[src/rtl/traffic_pkg.sv]
// traffic_pkg: codes and default times shared by the light FSM and the interval timer.
package traffic_pkg;
  localparam logic [2:0] INT_BASE  = 3'd0;
  localparam logic [2:0] INT_EXT   = 3'd1;
  localparam logic [2:0] INT_YEL   = 3'd2;
  localparam logic [2:0] INT_BASE2 = 3'd3;
  localparam logic [1:0] SEL_BASE = 2'd0;
  localparam logic [1:0] SEL_EXT  = 2'd1;
  localparam logic [1:0] SEL_YEL  = 2'd2;
  localparam logic [1:0] SEL_RSVD = 2'd3;
  localparam logic [3:0] T_BASE_DEF = 4'd6;
  localparam logic [3:0] T_EXT_DEF  = 4'd3;
  localparam logic [3:0] T_YEL_DEF  = 4'd2;
  typedef enum logic {IDLE, RUN} state_t;
  function automatic logic [3:0] nz(input logic [3:0] v);
    return v == 4'd0 ? 4'd1 : v;
  endfunction
endpackage

[src/rtl/tick_divider.sv]
// tick_divider: mod-TICK_DIV counter producing a one-cycle tick, held at zero by clear.
module tick_divider #(
  parameter int TICK_DIV = 50_000_000
) (
  input  logic clk,
  input  logic Reset_n,
  input  logic clear,
  output logic tick
);
  localparam int W = $clog2(TICK_DIV + 1);
  logic [W-1:0] cnt;
  assign tick = cnt == W'(TICK_DIV - 1);
  always_ff @(posedge clk or negedge Reset_n)
    if (!Reset_n) cnt <= '0;
    else cnt <= (clear || tick) ? '0 : cnt + 1'b1;
endmodule

[src/rtl/interval_timer.sv]
// interval_timer: programmable one-second countdown returning a one-cycle expired pulse.
module interval_timer
  import traffic_pkg::*;
#(
  parameter int         TICK_DIV   = 50_000_000,
  parameter logic [3:0] T_BASE_DEF = traffic_pkg::T_BASE_DEF,
  parameter logic [3:0] T_EXT_DEF  = traffic_pkg::T_EXT_DEF,
  parameter logic [3:0] T_YEL_DEF  = traffic_pkg::T_YEL_DEF
) (
  input  logic       clk,
  input  logic       Reset_n,
  input  logic [2:0] interval,
  input  logic       start_timer,
  input  logic       Prog_Sync,
  input  logic [1:0] Time_Param_Sel,
  input  logic [3:0] Time_Value,
  output logic       expired,
  output logic       busy,
  output logic [4:0] remaining
);
  state_t state, state_n;
  logic [3:0] t_base, t_ext, t_yel;
  logic [4:0] dur, rem_n;
  logic exp_n, tick;
  tick_divider #(.TICK_DIV(TICK_DIV)) u_div (
    .clk(clk), .Reset_n(Reset_n), .clear(start_timer || state == IDLE), .tick(tick)
  );
  // decode reads the registered params, so a same-cycle write only affects later starts
  assign dur = interval == INT_EXT   ? {1'b0, t_ext} :
               interval == INT_YEL   ? {1'b0, t_yel} :
               interval == INT_BASE2 ? {t_base, 1'b0} : {1'b0, t_base};
  assign busy = state == RUN;
  always_comb begin
    state_n = state;
    rem_n   = remaining;
    exp_n   = 1'b0;
    if (start_timer) begin
      state_n = RUN;
      rem_n   = dur;
    end else if (state == RUN && tick) begin
      rem_n   = remaining - 5'd1;
      exp_n   = remaining == 5'd1;
      state_n = remaining == 5'd1 ? IDLE : RUN;
    end
  end
  always_ff @(posedge clk or negedge Reset_n)
    if (!Reset_n) begin
      state     <= IDLE;
      remaining <= '0;
      expired   <= 1'b0;
      t_base    <= T_BASE_DEF;
      t_ext     <= T_EXT_DEF;
      t_yel     <= T_YEL_DEF;
    end else begin
      state     <= state_n;
      remaining <= rem_n;
      expired   <= exp_n;
      t_base    <= (Prog_Sync && Time_Param_Sel == SEL_BASE) ? nz(Time_Value) : t_base;
      t_ext     <= (Prog_Sync && Time_Param_Sel == SEL_EXT)  ? nz(Time_Value) : t_ext;
      t_yel     <= (Prog_Sync && Time_Param_Sel == SEL_YEL)  ? nz(Time_Value) : t_yel;
    end
endmodule
[config.mk]
export PLATFORM = sky130hd
export DESIGN_NAME = interval_timer
export DESIGN_NICKNAME = d
export VERILOG_FILES = /design/src/rtl/traffic_pkg.sv /design/src/rtl/tick_divider.sv /design/src/rtl/interval_timer.sv
export SDC_FILE = /design/constraint.sdc
export NUM_CORES = 1
export LEC_CHECK = 0
export BUFFER_PORTS_ARGS = -buffer_cell sky130_fd_sc_hd__buf_2
export CAP_MARGIN = 25
export CELL_PAD_IN_SITES_DETAIL_PLACEMENT = 1
export CELL_PAD_IN_SITES_GLOBAL_PLACEMENT = 1
export CORE_MARGIN = 3
export CORE_UTILIZATION = 30
export CTS_BUF_LIST = sky130_fd_sc_hd__clkbuf_8
export CTS_CLUSTER_SIZE = 20
export DETAILED_ROUTE_END_ITERATION = 6
export PLACE_DENSITY_LB_ADDON = 0.1
export SYNTH_ARGS = -nofsm -noshare
export SYNTH_HDL_FRONTEND = slang
export SYNTH_HIERARCHICAL = 1
export SYNTH_SLANG_ARGS = --single-unit
[constraint.sdc]
create_clock -name clk -period 2.1 [get_ports clk]
set_input_delay 0.105 -clock clk [delete_from_list [all_inputs] [get_ports clk]]
set_output_delay 0.105 -clock clk [all_outputs]
set_load 0.03 [all_outputs]
# After elaboration in Yosys (flattened, before gate mapping)
# Cells that the tools add are included.
# word_totals
in_bits	13
reg_bits	45
elab_cells	38
# op_classes
muxes	12
n_bitwise	1
eq_ne	7
n_reduce_logical	9
add_sub_neg	2
# ops
operator	n
$add A26 B1 Y26 const B	1
$eq A26 B26 Y1 const B	1
$mux W26	1
$mux W5	5
$eq A3 B2 Y1 const B	2
$eq A5 B1 Y1 const B	1
$mux W1	5
$sub A5 B1 Y5 const B	1
$logic_and A1 B1 Y1	4
$logic_not A4 Y1	1
$mux W4	1
$eq A3 B1 Y1 const B	1
$eq A2 B1 Y1 const B	1
$eq A2 B2 Y1 const B	1
$logic_not A2 Y1	1
$logic_or A1 B1 Y1	2
$reduce_bool A2 Y1	1
$not A1 Y1	1

# Longest topological paths before layout
# Gate-level depths: netlist of run 1.
# logic_depth
ltp_word	5
mapped_depth	8

# Hierarchy
# Netlist of run 1, hierarchy kept.
# by_module_without_submodules
mod	cells_per_inst	instances	area_each_um2	seq_area_each_um2
tick_divider	144	1	1385.1	650.6
interval_timer	90	1	1012.2	481.7

# Worst setup path after synthesis of run 1
# No wires, ideal clock.
# synth_path
path_type	register -> register
from	register u_div.cnt[0]
to	register remaining[3]
path_stages_with_launch	9
setup_slack_ns	0.201
t_arrival_ns	1.778
path_cell_list	dfrtp_1 ha_1 and4_1 nand4_1 nor3_1 nand2_2 nor4_2 xor2_1 o211a_1
# synth_via
elab_chain_cells	3
# synth_lines
element	line	rtl
start: declaration	tick_divider.sv:11	logic [W-1:0] cnt;
start signal: assignment	tick_divider.sv:15	else cnt <= (clear || tick) ? '0 : cnt + 1'b1;
$eq A26 B26 Y1	tick_divider.sv:12	assign tick = cnt == W'(TICK_DIV - 1);
net tick	interval_timer.sv:24	logic exp_n, tick;
$logic_and A1 B1 Y1	interval_timer.sv:40	end else if (state == RUN && tick) begin
$reduce_bool A2 Y1 (no source line)	--	
end signal: assignment	interval_timer.sv:56	remaining <= rem_n;
end: declaration	interval_timer.sv:19	output logic [4:0] remaining
# The timed path passes the listed nets, and every way through them passes these cells.
# A chain may end at the register's enable or synchronous reset.

# Worst setup path after layout of run 1
# Same ends and word-level chain as after synthesis.

==> summary.md, run 1 <==
| Metric | Value |
|---|---|
| Cts bufs inserted | `5` |
| Final Util | `38.3%` |
| DR vias/cell | `5.08` |
| Share of post-route cells with drive strength above 1 | `26.7%` |
| Syn-to-layout area delta | `19.6%` |
| Slew HR | `77.7%` |
| Worst-path fanout max | `4` |
| Post-Layout Cell Count | `369` |
| Die H | `95.4 um` |
| Unrepaired setup endpoints after global routing | `yes` |
| WL met1 | `3.03 mm` |
| CTS H-Tree Depth | `2` |
| Max VDD drop | `0.000254 V` |
| Clock sink total | `45` |
| # port buffers | `19` |
| DRT Wirelength | `5.72 mm` |
| Worst path slowest cell | `dfrtp_1` |
| Top FF cell, synth | `dfrtp_1` |
| Crit path buf inv count | `1` |
| Post-route ant nets | `0` |
| Post-synth EDFFs | `0` |
| Final Skew | `0.00679 ns` |
| Most frequent cells in the layout | `40 x dfrtp_1, 24 x nor2_1, 19 x buf_2, 17 x a21oi_1, 14 x nand2_1` |
| DR WL/cell | `15.5 um` |
| Critical path launch point | `u_div/cnt[0]` |
| Static Leak | `0.00117 uW` |
| Share of the synthesized area in the top cell type | `41.8%` |
| Grt ovf | `0` |
| Status | `complete, no violations` |
| Measured slew at the worst slew-check pin | `0.331 ns` |
| Synth unique cells | `49` |
| First-pass GRT wire length | `9.61 mm` |
| Critical path's largest stage delay | `0.41 ns` |
| Slew Limit Fails | `0` |
| Hold Path Class | `primary input to flip-flop` |
| Reg2Reg Capture Point | `remaining[3]` |
| PwrDens | `681 mW/mm2` |
| Largest delay share family, worst path | `simple AND/OR/NAND/NOR gates` |
| Worst setup EP type | `flip-flop` |
| Final instance area | `0.00287 mm2` |
| Pre-CTS setup slack | `0.0394 ns` |
| Core Region | `0.00749 mm2` |
| Highest Clock Rate | `504 MHz` |
| Worst skew pair latency | `0.30 ns` |
| Die X | `95.4 um` |
| DR DRC count | `0` |
| DR vias | `1874` |
| Cell Area, Placed | `0.00267 mm2` |
| Post-synth ARST share | `100%` |
| Final clock period utilization by the worst path | `94.4%` |
| Reg2reg path depth | `9` |
| Met2 WL | `2.50 mm` |
| Drt pass-1 iters | `4` |
| Cell count along the critical path | `9` |
| Sequential area share after synthesis | `47.2%` |
| Reg2reg start | `u_div/cnt[0]` |
| CTS clock-pin slew for the worst setup and hold paths | `0.09 ns` |
| Critical Path End | `remaining[3]` |
| Max cap viols | `0` |
| Global-route usage over all layers | `13.6%` |
| Hpwl dp | `4.25 mm` |
| Commonest non-fill, non-tap cell in the layout | `dfrtp_1` |
| Worst setup path category | `flip-flop to flip-flop` |
| Ys Warns | `6` |
| Number of diodes | `0` |
| Top cells by area, synth | `dfrtp_1 42%, dfstp_2 5.5%, mux2_2 4.2%` |
| Top Layer Used | `met4` |
| Vias in the first global route | `1936` |
| FP Rows | `31` |
| Dpl cells | `356` |
| Max Root-Sink Buffers | `2` |
| Area of the mapped netlist | `0.00240 mm2` |
| Net count after synthesis | `251` |
| Clock root buffer | `clkbuf_8` |
| Synth Area per Inst | `10.2 um2` |
| Pin count of the biggest net entering global routing | `27` |
| CP Launch Type | `flip-flop` |
| Reg2reg setup slack | `0.12 ns` |
| Crit path required time | `2.29 ns` |
| Final Net Count | `286` |
| Antenna violations before repair | `0` |
| Yosys top cell by area | `dfrtp_1` |
| Full die area | `0.00910 mm2` |
| CTS tree | `yes` |
| Final setup fails | `0` |
| Metal3 WL | `130 um` |
| Fill cells | `871` |
| Crit path time final | `1.98 ns` |
| Final Hold Viols | `0` |
| DR iter-0 viols | `33` |
| Crit path arrival time | `2.18 ns` |
| Cells after Synth | `234` |
| Top Ports | `20` |
| Seq cells post-synth | `45` |
| Critical path, cell by cell | `ha_1 -> and4_2 -> nand4_1 -> nor3_2 -> buf_4 -> nand2_2 -> nor4_4 -> xor2_1 -> o211a_1` |
| Starting Density | `32.0%` |
| Final TNS setup | `0 ns` |
| WHS Path Cells | `2` |
| PnR worst setup slack | `0.117 ns` |
| Routability Congestion | `0.734` |
## synthesized netlist by cell type (all sizes together), types with 2 or more instances
master / n
inv: 5
dfstp: 5
xnor2: 7
o31ai: 6
mux2i: 4
nor3b: 2
nand2: 15
ha: 4
o211ai: 2
nand3: 12
or3: 7
nand2b: 2
and3: 4
nand4: 8
nor2: 24
nor4: 2
nor3: 5
and4: 6
nand3b: 6
or4: 5
a21oi: 17
o21ai: 9
buf: 4
nor4b: 2
dfrtp: 40
mux2: 9
xor2: 11
## cell families (layout without fill, tap and decap cells)
group	count (synthesis)	count (layout)	synth area share [%]
mux	13	13	5.90
compound gates	40	40	10.5
fa+ha+maj	4	4	2.09
xor+xnor	18	18	6.58
buf+inv	10	46	1.83
flops	45	45	47.2
simple gates	104	104	25.9
## worst min-delay path by stage
stage                          endpoint  slack, ns     startpoint
after floorplan                    busy      -0.19        Reset_n
after global placement    u_div/cnt[23]       0.03        Reset_n
after detailed placement  u_div/cnt[23]       0.03        Reset_n
after CTS                      t_yel[2]       0.08  Time_Value[2]
after global routing           t_yel[2]       0.09  Time_Value[2]
final                          t_yel[2]       0.09  Time_Value[2]
## metal layers
metal  vias to the layer above  global-route usage [%]
li1                        929                       -
met1                       925                    19.4
met2                        15                    21.0
met3                         5                    2.60
met4                         0                    3.91
met5                         -                       0
## where the power goes
| group | switching, uW | total [uW] | internal, uW |
|---|---|---|---|
| Combinational | 138 | 248 | 110 |
| Sequential | 67.4 | 1010 | 941 |
| Clock | 308 | 695 | 387 |
## timing repair
item,CTS,global route
setup buffers,0,4
resized for setup,0,7
endpoints found under the setup margin,0,7
hold buffers,1,0
hold endpoints to repair,12,0
## registers in the layout, summed over array words and instances, names as in the netlist
| signal | count |
|---|---|
| t_yel | 4 |
| remaining | 5 |
| t_ext | 4 |
| u_div/cnt | 26 |
| busy | 1 |
| t_base | 4 |
| expired | 1 |
## layout make-up
class	count	area [um2]	area share (%)
clock buffers	6	82.6	2.88
multi-input cells	179	1260	43.8
clock inverters	2	37.5	1.31
inverters	5	18.8	0.655
well taps	99	124	4.32
flip-flops and latches	45	1130	39.5
repair buffers	33	215	7.51
## metrics by stage
stage	hold slack (ns)	power, uW
floorplan	-0.191	1160
global placement	0.0301	1260
detailed placement	0.0310	1270
CTS	0.0808	1980
global route	0.0887	2060
finish	0.0924	1950
Power figures use the tool's default switching activity.
==> run 2: changes to the inputs <==
==> constraint.sdc (replaced) <==
create_clock -name clk -period 2 [get_ports clk]
set_input_delay 0.1 -clock clk [delete_from_list [all_inputs] [get_ports clk]]
set_output_delay 0.1 -clock clk [all_outputs]
set_load 0.03 [all_outputs]
==> run 2 against run 1 <==
- worst setup slack got worse by 0.0069 ns
- routed wire length fell by 4.6%
- via count rose by 1.9%
- first-iteration DRC count rose by 79%
- power rose by 3.3%
- die area did not move
==> summary.md, run 2 (synthesized netlist as in run 1, its figures left out) <==
| Metric | Value |
|---|---|
| Status | `complete, no violations` |
| Grt ovf | `0 (unchanged)` |
| # port buffers | `19 (unchanged)` |
| Hold Path Class | `primary input to flip-flop` |
| Critical Path End | `u_div/cnt[24]` |
| PwrDens | `697 mW/mm2 (+2.4%)` |
| Slew HR | `60.8% (-17 points)` |
| Final Net Count | `292 (+2.1%)` |
| FP Rows | `31 (unchanged)` |
| CTS clock-pin slew for the worst setup and hold paths | `0.09 ns (about the same)` |
| Worst-path fanout max | `4 (unchanged)` |
| Most frequent cells in the layout | `40 x dfrtp_1, 24 x nor2_1, 19 x buf_2, 18 x buf_4, 17 x a21oi_1` |
| Hpwl dp | `4.07 mm (-4.2%)` |
| Post-CTS Setup Bufs | `0 (unchanged)` |
| Worst setup EP type | `flip-flop` |
| Routability Congestion | `0.701 (-4.5%)` |
| DR DRC count | `0 (unchanged)` |
| Worst setup path category | `flip-flop to flip-flop` |
| Syn-to-layout area delta | `20.7%` |
| Worst hold margin | `0.0880 ns (-0.00439 ns)` |
| Clock sink total | `45 (unchanged)` |
| DR WL/cell | `14.6 um (-6.1%)` |
| Antenna violations before repair | `0 (unchanged)` |
| Commonest non-fill, non-tap cell in the layout | `dfrtp_1` |
| Share of post-route cells with drive strength above 1 | `27.9% (+1.2 points)` |
| Number of diodes | `0 (unchanged)` |
| Reg2Reg Capture Point | `u_div/cnt[24]` |
| Final clock period utilization by the worst path | `94.5% (about the same)` |
| Final setup fails | `0 (unchanged)` |
| CTS tree | `yes` |
| Post-route ant nets | `0 (unchanged)` |
| Top Ports | `20 (unchanged)` |
| Starting Density | `32.0% (unchanged)` |
| Static Leak | `0.00119 uW (+2.4%)` |
| Cell Area, Placed | `0.00275 mm2 (+2.8%)` |
| Cts bufs inserted | `5 (unchanged)` |
| DR vias/cell | `5.09 (+0.24%)` |
| Die X | `95.4 um (unchanged)` |
| Final Skew | `0.00564 ns (-0.00115 ns)` |
| Clock root buffer | `clkbuf_8` |
| Full die area | `0.00910 mm2 (unchanged)` |
| Highest Clock Rate | `529 MHz (+4.9%)` |
| Max reg flops | `26 (unchanged)` |
| DR vias | `1909 (+1.9%)` |
| Pin count of the biggest net entering global routing | `46 (+70%)` |
| Slew Limit Fails | `0 (unchanged)` |
| Global-route usage over all layers | `13.4% (-0.23 points)` |
| Crit path required time | `2.23 ns (-0.06 ns)` |
| DR iter-0 viols | `59 (+79%)` |
| Reg2reg start | `u_div/cnt[0]` |
| Measured slew at the worst slew-check pin | `0.588 ns (+0.257 ns)` |
| CP Launch Type | `flip-flop` |
| Top flop regs | `u_div/cnt: 26 flops, remaining: 5 flops` |
| Max Root-Sink Buffers | `2 (unchanged)` |
| Max VDD drop | `0.000291 V (+14%)` |
| Vias in the first global route | `1948 (+0.62%)` |
| Core Region | `0.00749 mm2 (unchanged)` |
| WHS Path Cells | `2 (unchanged)` |
| First-pass GRT wire length | `9.54 mm (-0.79%)` |
| Crit path time final | `1.89 ns (-0.0931 ns)` |
| Final Util | `38.6% (+0.35 points)` |
| Unrepaired setup endpoints after global routing | `yes` |
| Critical path launch point | `u_div/cnt[0]` |
| Reg with most FFs | `u_div/cnt` |
| Drt pass-1 iters | `4 (unchanged)` |
| Final instance area | `0.00289 mm2 (+0.92%)` |
| Worst skew pair latency | `0.30 ns (about the same)` |
| CTS H-Tree Depth | `2 (unchanged)` |
| Reg2reg setup slack | `0.11 ns (about the same)` |
| DRT Wirelength | `5.46 mm (-4.6%)` |
| Crit path arrival time | `2.12 ns (-0.06 ns)` |
| Max cap viols | `0 (unchanged)` |
| Die H | `95.4 um (unchanged)` |
| Final Hold Viols | `0 (unchanged)` |
| Reg2reg path depth | `6 (-3)` |
## run 2: worst max-delay path: stages, from the launching register on
cell	delay, ns
dfrtp_1	0.36
buf_4	0.13
ha_2	0.20
nand4_1	0.14
or3_4	0.36
or4_1	0.47
a21oi_1	0.16
## run 2: worst min path at each step
stage / startpoint / endpoint / slack, ns
floorplan: Reset_n / busy / -0.20
global placement: Reset_n / u_div/cnt[17] / 0.24
detailed placement: Reset_n / u_div/cnt[22] / 0.24
CTS: Time_Value[2] / t_ext[2] / 0.08
global route: Time_Value[2] / t_ext[2] / 0.08
finish: Time_Value[2] / t_base[2] / 0.09
## run 2: cell type report
type | instances | area (um2)
clock inverters | 3 | 46.3
fillers | 862 | 4590
inverters | 5 | 18.8
flip-flops and latches | 45 | 1130
multi-input cells | 179 | 1240
well taps | 99 | 124
repair buffers | 39 | 260
clock buffers | 5 | 68.8
## run 2: report_power, final
group	internal, uW	total (uW)	switching (uW)	leakage [uW]
Clock	374	704	329	0.0000543
Combinational	115	260	144	0.000559
Sequential	988	1050	64.2	0.000579
Total	1480	2020	538	0.00119
## run 2: per-stage QoR
| step | setup TNS [ns] | cells | power (uW) | setup slack, ns |
|---|---|---|---|---|
| after floorplan | 0 | 234 | 1220 | 0.101 |
| after global placement | 0 | 366 | 1330 | 0.0980 |
| after detailed placement | 0 | 366 | 1330 | 0.0329 |
| after CTS | 0 | 375 | 2050 | 0.0211 |
| after global routing | -0.0166 | 375 | 2140 | -0.0166 |
| final | 0 | 375 | 2020 | 0.111 |
## run 2: timing repair
action | 4_1_cts | 5_1_grt
gates resized for setup | 0 | 6
endpoints found under the setup margin | 0 | 5
hold buffers | 1 | 0
hold endpoints to repair | 40 | 0
## run 2: layer usage
metal  vias to the layer above  global-route usage (%)  share of wire [%]
met3                         7                    2.37                2.2
met2                        15                    20.8                 45
li1                        933                       -                  -
met5                         -                       0                  0
met4                         0                    4.27                1.3
met1                       954                    19.0                 51
